## src/rtl/vga_cam_pkg.sv

```systemverilog
// Shared types and constants for the camera capture AHB master.
package vga_cam_pkg;

  typedef enum logic [1:0] {
    IDLE,
    ADDR,
    DATA
  } state_t;

  localparam logic [1:0] HTRANS_IDLE   = 2'b00;
  localparam logic [1:0] HTRANS_NONSEQ = 2'b10;
  localparam logic [2:0] HSIZE_WORD    = 3'b010;

  localparam int unsigned OVL_DIM   = 64;
  localparam int unsigned OVL_WORDS = 4096;

  typedef struct packed {
    logic [11:0] idx;
    logic        pix;
  } fifo_entry_t;

  // RGB565 -> 8-bit luma: (2R + 5G + B) / 8 with each channel widened to 8 bits.
  function automatic logic [7:0] luma(input logic [15:0] p);
    logic [7:0]  r8;
    logic [7:0]  g8;
    logic [7:0]  b8;
    logic [10:0] s;
    r8 = {p[15:11], p[15:13]};
    g8 = {p[10:5], p[10:9]};
    b8 = {p[4:0], p[4:2]};
    s  = {2'b00, r8, 1'b0} + {1'b0, g8, 2'b00} + {3'b000, g8} + {3'b000, b8};
    s  = s >> 3;
    return (s > 11'd255) ? 8'hFF : s[7:0];
  endfunction

endpackage

```

## src/rtl/vga_cam_sync_fifo.sv

```systemverilog
// Single-clock show-ahead FIFO; a pop frees a slot for a same-cycle push when full.
module vga_cam_sync_fifo #(
  parameter int unsigned WIDTH = 13,
  parameter int unsigned DEPTH = 8
) (
  input  logic             HCLK,
  input  logic             HRESETn,
  input  logic             push,
  input  logic [WIDTH-1:0] din,
  input  logic             pop,
  output logic [WIDTH-1:0] dout,
  output logic             full,
  output logic             empty
);

  localparam int unsigned AW = $clog2(DEPTH);

  logic [WIDTH-1:0] mem [DEPTH];
  logic [AW:0]      wr_ptr;
  logic [AW:0]      rd_ptr;
  logic             wr_en;
  logic             rd_en;

  assign empty = (wr_ptr == rd_ptr);
  assign full  = (wr_ptr[AW] != rd_ptr[AW]) && (wr_ptr[AW-1:0] == rd_ptr[AW-1:0]);
  assign wr_en = push && (!full || pop);
  assign rd_en = pop && !empty;
  assign dout  = mem[rd_ptr[AW-1:0]];

  always_ff @(posedge HCLK or negedge HRESETn) begin
    if (!HRESETn) begin
      wr_ptr <= '0;
      rd_ptr <= '0;
    end else begin
      if (wr_en) wr_ptr <= wr_ptr + 1'b1;
      if (rd_en) rd_ptr <= rd_ptr + 1'b1;
    end
  end

  always_ff @(posedge HCLK) begin
    if (wr_en) mem[wr_ptr[AW-1:0]] <= din;
  end

endmodule

```

## src/rtl/vga_cam_capture_ahb.sv

```systemverilog
// DVP RGB565 capture, 64x64 crop/decimate, threshold, AHB-Lite single writes.
module vga_cam_capture_ahb
  import vga_cam_pkg::*;
#(
  parameter logic [31:0] CAM_BASE   = 32'h4001_C000,
  parameter int unsigned X_OFF      = 192,
  parameter int unsigned Y_OFF      = 112,
  parameter int unsigned DEC        = 4,
  parameter int unsigned FIFO_DEPTH = 8
) (
  input  logic        HCLK,
  input  logic        HRESETn,
  input  logic        enable,
  input  logic [7:0]  threshold,
  input  logic        cam_vsync,
  input  logic        cam_href,
  input  logic        cam_byte_en,
  input  logic [7:0]  cam_data,
  output logic [31:0] HADDR,
  output logic [1:0]  HTRANS,
  output logic        HWRITE,
  output logic [2:0]  HSIZE,
  output logic [2:0]  HBURST,
  output logic [31:0] HWDATA,
  input  logic        HREADY,
  output logic        frame_done,
  output logic        overflow
);

  localparam int unsigned DEC_SH   = $clog2(DEC);
  localparam int unsigned OVL_SH   = $clog2(OVL_DIM);
  localparam logic [11:0] X_LO     = 12'(X_OFF);
  localparam logic [11:0] Y_LO     = 12'(Y_OFF);
  localparam logic [11:0] WIN      = 12'(OVL_DIM * DEC);
  localparam logic [11:0] DEC_MASK = 12'(DEC - 1);
  localparam logic [11:0] LAST_IDX = 12'(OVL_WORDS - 1);

  logic        vsync_q, href_q, run, phase;
  logic [7:0]  hi_byte;
  logic [11:0] x_cnt, y_cnt, rel_x, rel_y, idx_now;
  logic        frame_start, line_end, pix_stb, keep_now;
  logic        kept_valid;
  logic [15:0] kept_data;
  logic [11:0] kept_idx;
  logic        push_req;
  fifo_entry_t push_ent, fifo_dout, cur;
  logic        fifo_full, fifo_empty, pop;
  state_t      state, state_nxt;

  assign frame_start = vsync_q && !cam_vsync;
  assign line_end    = href_q && !cam_href;
  assign pix_stb     = cam_href && cam_byte_en && phase;
  assign rel_x       = x_cnt - X_LO;
  assign rel_y       = y_cnt - Y_LO;
  assign keep_now    = run
                    && (x_cnt >= X_LO) && (rel_x < WIN) && ((rel_x & DEC_MASK) == '0)
                    && (y_cnt >= Y_LO) && (rel_y < WIN) && ((rel_y & DEC_MASK) == '0);
  assign idx_now     = {rel_y[DEC_SH +: OVL_SH], rel_x[DEC_SH +: OVL_SH]};

  // Byte pairing, pixel/line counters and the kept-pixel stage.
  always_ff @(posedge HCLK or negedge HRESETn) begin
    if (!HRESETn) begin
      vsync_q    <= 1'b0;
      href_q     <= 1'b0;
      run        <= 1'b0;
      phase      <= 1'b0;
      hi_byte    <= '0;
      x_cnt      <= '0;
      y_cnt      <= '0;
      kept_valid <= 1'b0;
      kept_data  <= '0;
      kept_idx   <= '0;
    end else begin
      vsync_q    <= cam_vsync;
      href_q     <= cam_href;
      kept_valid <= pix_stb && keep_now && !frame_start;
      kept_data  <= {hi_byte, cam_data};
      kept_idx   <= idx_now;
      if (frame_start) begin
        x_cnt <= '0;
        y_cnt <= '0;
        phase <= 1'b0;
        run   <= enable;
      end else if (line_end) begin
        x_cnt <= '0;
        y_cnt <= y_cnt + 12'd1;
        phase <= 1'b0;
      end else if (cam_href && cam_byte_en) begin
        if (!phase) begin
          hi_byte <= cam_data;
          phase   <= 1'b1;
        end else begin
          phase <= 1'b0;
          x_cnt <= x_cnt + 12'd1;
        end
      end
    end
  end

  // Luminance threshold stage feeding the FIFO; sticky drop flag.
  always_ff @(posedge HCLK or negedge HRESETn) begin
    if (!HRESETn) begin
      push_req <= 1'b0;
      push_ent <= '0;
      overflow <= 1'b0;
    end else begin
      push_req     <= kept_valid;
      push_ent.idx <= kept_idx;
      push_ent.pix <= (luma(kept_data) >= threshold);
      if (frame_start && enable)
        overflow <= 1'b0;
      else if (push_req && fifo_full && !pop)
        overflow <= 1'b1;
    end
  end

  vga_cam_sync_fifo #(
    .WIDTH ($bits(fifo_entry_t)),
    .DEPTH (FIFO_DEPTH)
  ) u_fifo (
    .HCLK    (HCLK),
    .HRESETn (HRESETn),
    .push    (push_req),
    .din     (push_ent),
    .pop     (pop),
    .dout    (fifo_dout),
    .full    (fifo_full),
    .empty   (fifo_empty)
  );

  // Master state register plus registered address/data/done outputs.
  always_ff @(posedge HCLK or negedge HRESETn) begin
    if (!HRESETn) begin
      state      <= IDLE;
      cur        <= '0;
      HADDR      <= '0;
      HWDATA     <= '0;
      frame_done <= 1'b0;
    end else begin
      state      <= state_nxt;
      frame_done <= (state == DATA) && HREADY && (cur.idx == LAST_IDX);
      if (pop) begin
        cur   <= fifo_dout;
        HADDR <= CAM_BASE + {18'b0, fifo_dout.idx, 2'b00};
      end
      if ((state == ADDR) && HREADY)
        HWDATA <= {31'b0, cur.pix};
    end
  end

  // Next-state and pop decode; DATA chains straight into ADDR when more is queued.
  always_comb begin
    state_nxt = state;
    pop       = 1'b0;
    case (state)
      IDLE: if (!fifo_empty) begin
        pop       = 1'b1;
        state_nxt = ADDR;
      end
      ADDR: if (HREADY) state_nxt = DATA;
      DATA: if (HREADY) begin
        if (!fifo_empty) begin
          pop       = 1'b1;
          state_nxt = ADDR;
        end else begin
          state_nxt = IDLE;
        end
      end
      default: state_nxt = IDLE;
    endcase
  end

  assign HTRANS = (state == ADDR) ? HTRANS_NONSEQ : HTRANS_IDLE;
  assign HWRITE = (state == ADDR);
  assign HSIZE  = HSIZE_WORD;
  assign HBURST = '0;

endmodule

```

## config.mk

```make
export PLATFORM = sky130hd
export DESIGN_NAME = vga_cam_capture_ahb
export DESIGN_NICKNAME = d
export VERILOG_FILES = /design/src/rtl/vga_cam_pkg.sv /design/src/rtl/vga_cam_sync_fifo.sv /design/src/rtl/vga_cam_capture_ahb.sv
export SDC_FILE = /design/constraint.sdc
export NUM_CORES = 1
export LEC_CHECK = 0
export ABC_AREA = 1
export CAP_MARGIN = 20
export CORE_UTILIZATION = 25
export DETAILED_ROUTE_END_ITERATION = 8
export SETUP_SLACK_MARGIN = 0.5
export SLEW_MARGIN = 20
export SYNTH_ARGS = -nofsm -noshare
export SYNTH_HDL_FRONTEND = slang
export SYNTH_SLANG_ARGS = --single-unit
```

## constraint.sdc

```tcl
create_clock -name HCLK -period 6.8 [get_ports HCLK]
set_clock_uncertainty 0.2 [all_clocks]
set_input_delay 0.68 -clock HCLK [delete_from_list [all_inputs] [get_ports HCLK]]
set_output_delay 0.68 -clock HCLK [all_outputs]
set_load 0.05 [all_outputs]
```

==> key figures <==
Timing
  • Hold WS: 0.0211 ns
  • Final setup fails: 0
  • Slew HR: between 30% and 40%
  • Final Hold Viols: 0
  • Setup WS post-layout: 3.20 ns
  • Max frequency: 278 MHz
  • Setup_tns: 0 ns
  • Max Slew Vio Count: 0
  • RSZ-0062 raised after global routing: false
  • Crit path time final: 3.60 ns
  • Fin crit share: 52.9%
  • Slew @ Worst Pin: slightly above 0.9 ns

Synth
  • Simple-Gate Fraction of Synth Area: 15.3%
  • Yosys warns: 0
  • Synth top cells by count: nand2_1 (195), dfrtp_1 (106), inv_1 (105)
  • Mux contribution to synthesized area: less than 1%
  • Synthesized-area fraction occupied by xor and xnor cells: around 1.3%
  • Synth top area share: 31.7%
  • Synth area leader: edfxtp_1
  • Sequential area share after synthesis: 58.5%
  • Count leader, synth: nand2_1
  • Post-synth EDFFs: 104
  • Combinational family with the most area after synthesis: simple AND/OR/NAND/NOR gates
  • Synth Cell Area: a little under 10000 µm²
  • Adder-cell share of the synthesized area: 6.14%
  • Avg Inst Size Synth: 10.1 µm²
  • Top_reg_cell synth: dfrtp_1
  • Top cells by area, synth: edfxtp_1 (32%), dfrtp_1 (27%), nand2_1 (7.4%)
  • Post-synth ARST share: 50.5%
  • Library cells used by synthesis: 39
  • Compound-Gate Fraction of Synth Area: 7.39%
  • Cells after Synth: 974
  • Synth Register Bits: 210

Clock network
  • Root Buffer Master: clkbuf_16
  • Clock sink count: 210
  • H-tree depth: 1
  • TritonCTS clock tree: done
  • # resized after CTS: 0
  • # Post-CTS Setup Buffers: 0
  • Worst-path clk slew: 0.07 ns
  • Inserted Clock Buffers: 23
  • Clk_lat worst skew: roughly 0.5 ns
  • Hold_buf cts: 0
  • Clock tree buffer depth: 3

Placement
  • Pre-CTS setup slack: 3.18 ns
  • Post-DP Area: 10600 µm²
  • Port buffer count: 43
  • Placed cells: 1501
  • Final GP Congestion: 0.835
  • Hpwl dp: 12900 µm

Pwr
  • Pleak: 4.98 nW
  • Combinational share of power: a little over a third
  • Net Sw Frac: 36.7%
  • Switching power: 0.00158 W
  • Int Power: 0.00273 W
  • Pwr dens: 380 nW/µm²
  • Sequential Power Share: 34.7%
  • Clk pwr share: ~30%
  • Peak supply drop: 0.147 mV

Worst setup path
  • CP peak stage delay: between 0.4 and 0.5 ns
  • Max FO, Critical Path: 3
  • Crit-path most repeated cell: nand3_1
  • Startpoint class of the critical path: flop
  • Crit path max-delay cell type: fa_1
  • WP data required: about 7 ns
  • Crit path capture type: flop
  • Worst path cell trace: inv_1 > fa_1 > inv_1 > fa_1 > nand2_1 > nor3_1 > fa_1 > nand3_1 > nand3_1 > nand4_1 > nand3_1 > nand2_1 > ha_1 > a21oi_1 > o21a_1 > nand3_1
  • Setup Crit Path Kind: flop to flop
  • Arrival @ worst endpoint: 3.79 ns

Routing
  • Via-to-Cell Ratio: slightly above 4
  • Total number of vias: ~6400
  • Antenna viol nets, final: 0
  • DRT Wirelength: 19400 µm
  • Post-DR wirelength/cell: 12.6 µm
  • First-pass iteration count of the detailed router: 5
  • DRT iter0 DRCs: 363
  • Residual DRC: 0

Final layout
  • Non-Filler Instances: 1542
  • Layout Nets: around 1100
  • Ant. Diodes: 0
  • Syn-to-layout area delta: 15.1%
  • Finished Cell Area: 11400 µm²
  • Layout cells sized above 1: roughly 6.6%

Global routing
  • First-pass GRT wire length: 31600 µm
  • Initial antenna violation count: 0
  • Total global routing overflow: 0
  • Vias in the first global route: ~6200
  • Largest net degree at the start of global routing: 58
  • All-Layer GR Usage: 9.57%

Run
  • Max_cap viols: 0

Die
  • Site Rows: 72
  • Die X: approximately 200 µm
  • Die Height: 201 µm
  • Initial Utilization: 25.4%
  • I/O pin count: 98
  • Total Die Area: 40300 µm²
  • Core Footprint: 38800 µm²

Min path
  • HP Class: primary input to asynchronous set/reset pin

Outcome
  • Status: completed
## stage by stage
step	total power, W	util [%]
3_3_place_gp	0.00303	27.2
3_5_place_dp	0.00305	27.2
2_1_floorplan	0.00276	-
4_1_cts	0.00436	29.2
6_report	0.00431	29.2
5_1_grt	0.00461	29.2
## registers in the layout (all words and copies together), names as in the netlist, 2 cells and up
signal         flops
u_fifo.mem       104
hi_byte            8
u_fifo.rd_ptr      4
y_cnt             12
HADDR              2
u_fifo.wr_ptr      4
state              2
x_cnt             12
kept_data         16
push_ent          13
kept_idx          12
cur               12
## logic make-up after synthesis
kind of cell	Yosys count
flip-flops	210
other	2
XOR/XNOR	15
buffers and inverters	207
AO/OA/AOI/OAI	135
adder cells (fa/ha/maj)	40
AND/OR/NAND/NOR	364
multiplexers	1
## final timing paths
| path | startpoint | endpoint | slack (ns) | depth (start not counted) |
|---|---|---|---|---|
| max in group asynchronous | HRESETn | push_ent[5] | 5.22 | 2 |
| worst max register to register | kept_data[9] | push_ent[0] | 3.20 | 16 |
| min in group HCLK | kept_idx[10] | push_ent[11] | 0.15 | 0 |
| worst min-delay path | HRESETn | cur[0] | 0.02 | 1 |
| worst min register to register | kept_idx[10] | push_ent[11] | 0.15 | 0 |
| worst max-delay path | kept_data[9] | push_ent[0] | 3.20 | 16 |
## power by group through the flow
| stage | clock (W) | combinational (W) | sequential [W] |
|---|---|---|---|
| 2_1_floorplan | 0 | 0.00124 | 0.00151 |
| 4_1_cts | 0.00133 | 0.00153 | 0.00150 |
| 3_3_place_gp | 0 | 0.00151 | 0.00152 |
| 3_5_place_dp | 0 | 0.00153 | 0.00152 |
| 5_1_grt | 0.00138 | 0.00172 | 0.00151 |
| 6_report | 0.00130 | 0.00151 | 0.00150 |
## cell usage in the layout (no fill, tap or decap), types with 26 or more instances in the layout
| cell type | n |
|---|---|
| clkdlybuf4s50_1 | 42 |
| conb_1 | 54 |
| dfrtp_1 | 106 |
| edfxtp_1 | 104 |
| ha_1 | 26 |
| inv_1 | 105 |
| nand2_1 | 195 |
| nand3_1 | 40 |
| nor2_1 | 86 |
| o21ai_0 | 72 |
| o22ai_1 | 26 |
## per-layer routing
metal / global-route usage (%) / share of wire (%) / wire length [µm] / up-vias
met5: 0 / 0 / 0 / -
met4: 2.56 / 2.0 / 390 / 0
met3: 1.70 / 5.1 / 983 / 33
met2: 15.7 / 46 / 8940 / 132
met1: 13.0 / 47 / 9040 / 3041
li1: - / - / - / 3153
## final cells by class
cell class | count | area, µm²
multi-input combinational | 609 | 3210
fill | 3994 | 27500
clock inverter | 17 | 214
timing repair buffer | 55 | 518
inverter | 109 | 409
tap | 518 | 648
clock buffer | 24 | 579
sequential | 210 | 5780
## critical path: cells and delay by family, from the launching register on
| kind | cells | cell delay, ns |
|---|---|---|
| flops | 1 | 0.35 |
| simple gates | 8 | 0.92 |
| compound gates | 2 | 0.30 |
| fa+ha+maj | 4 | 1.57 |
| buf+inv | 2 | 0.14 |
Power figures use the tool's default switching activity.
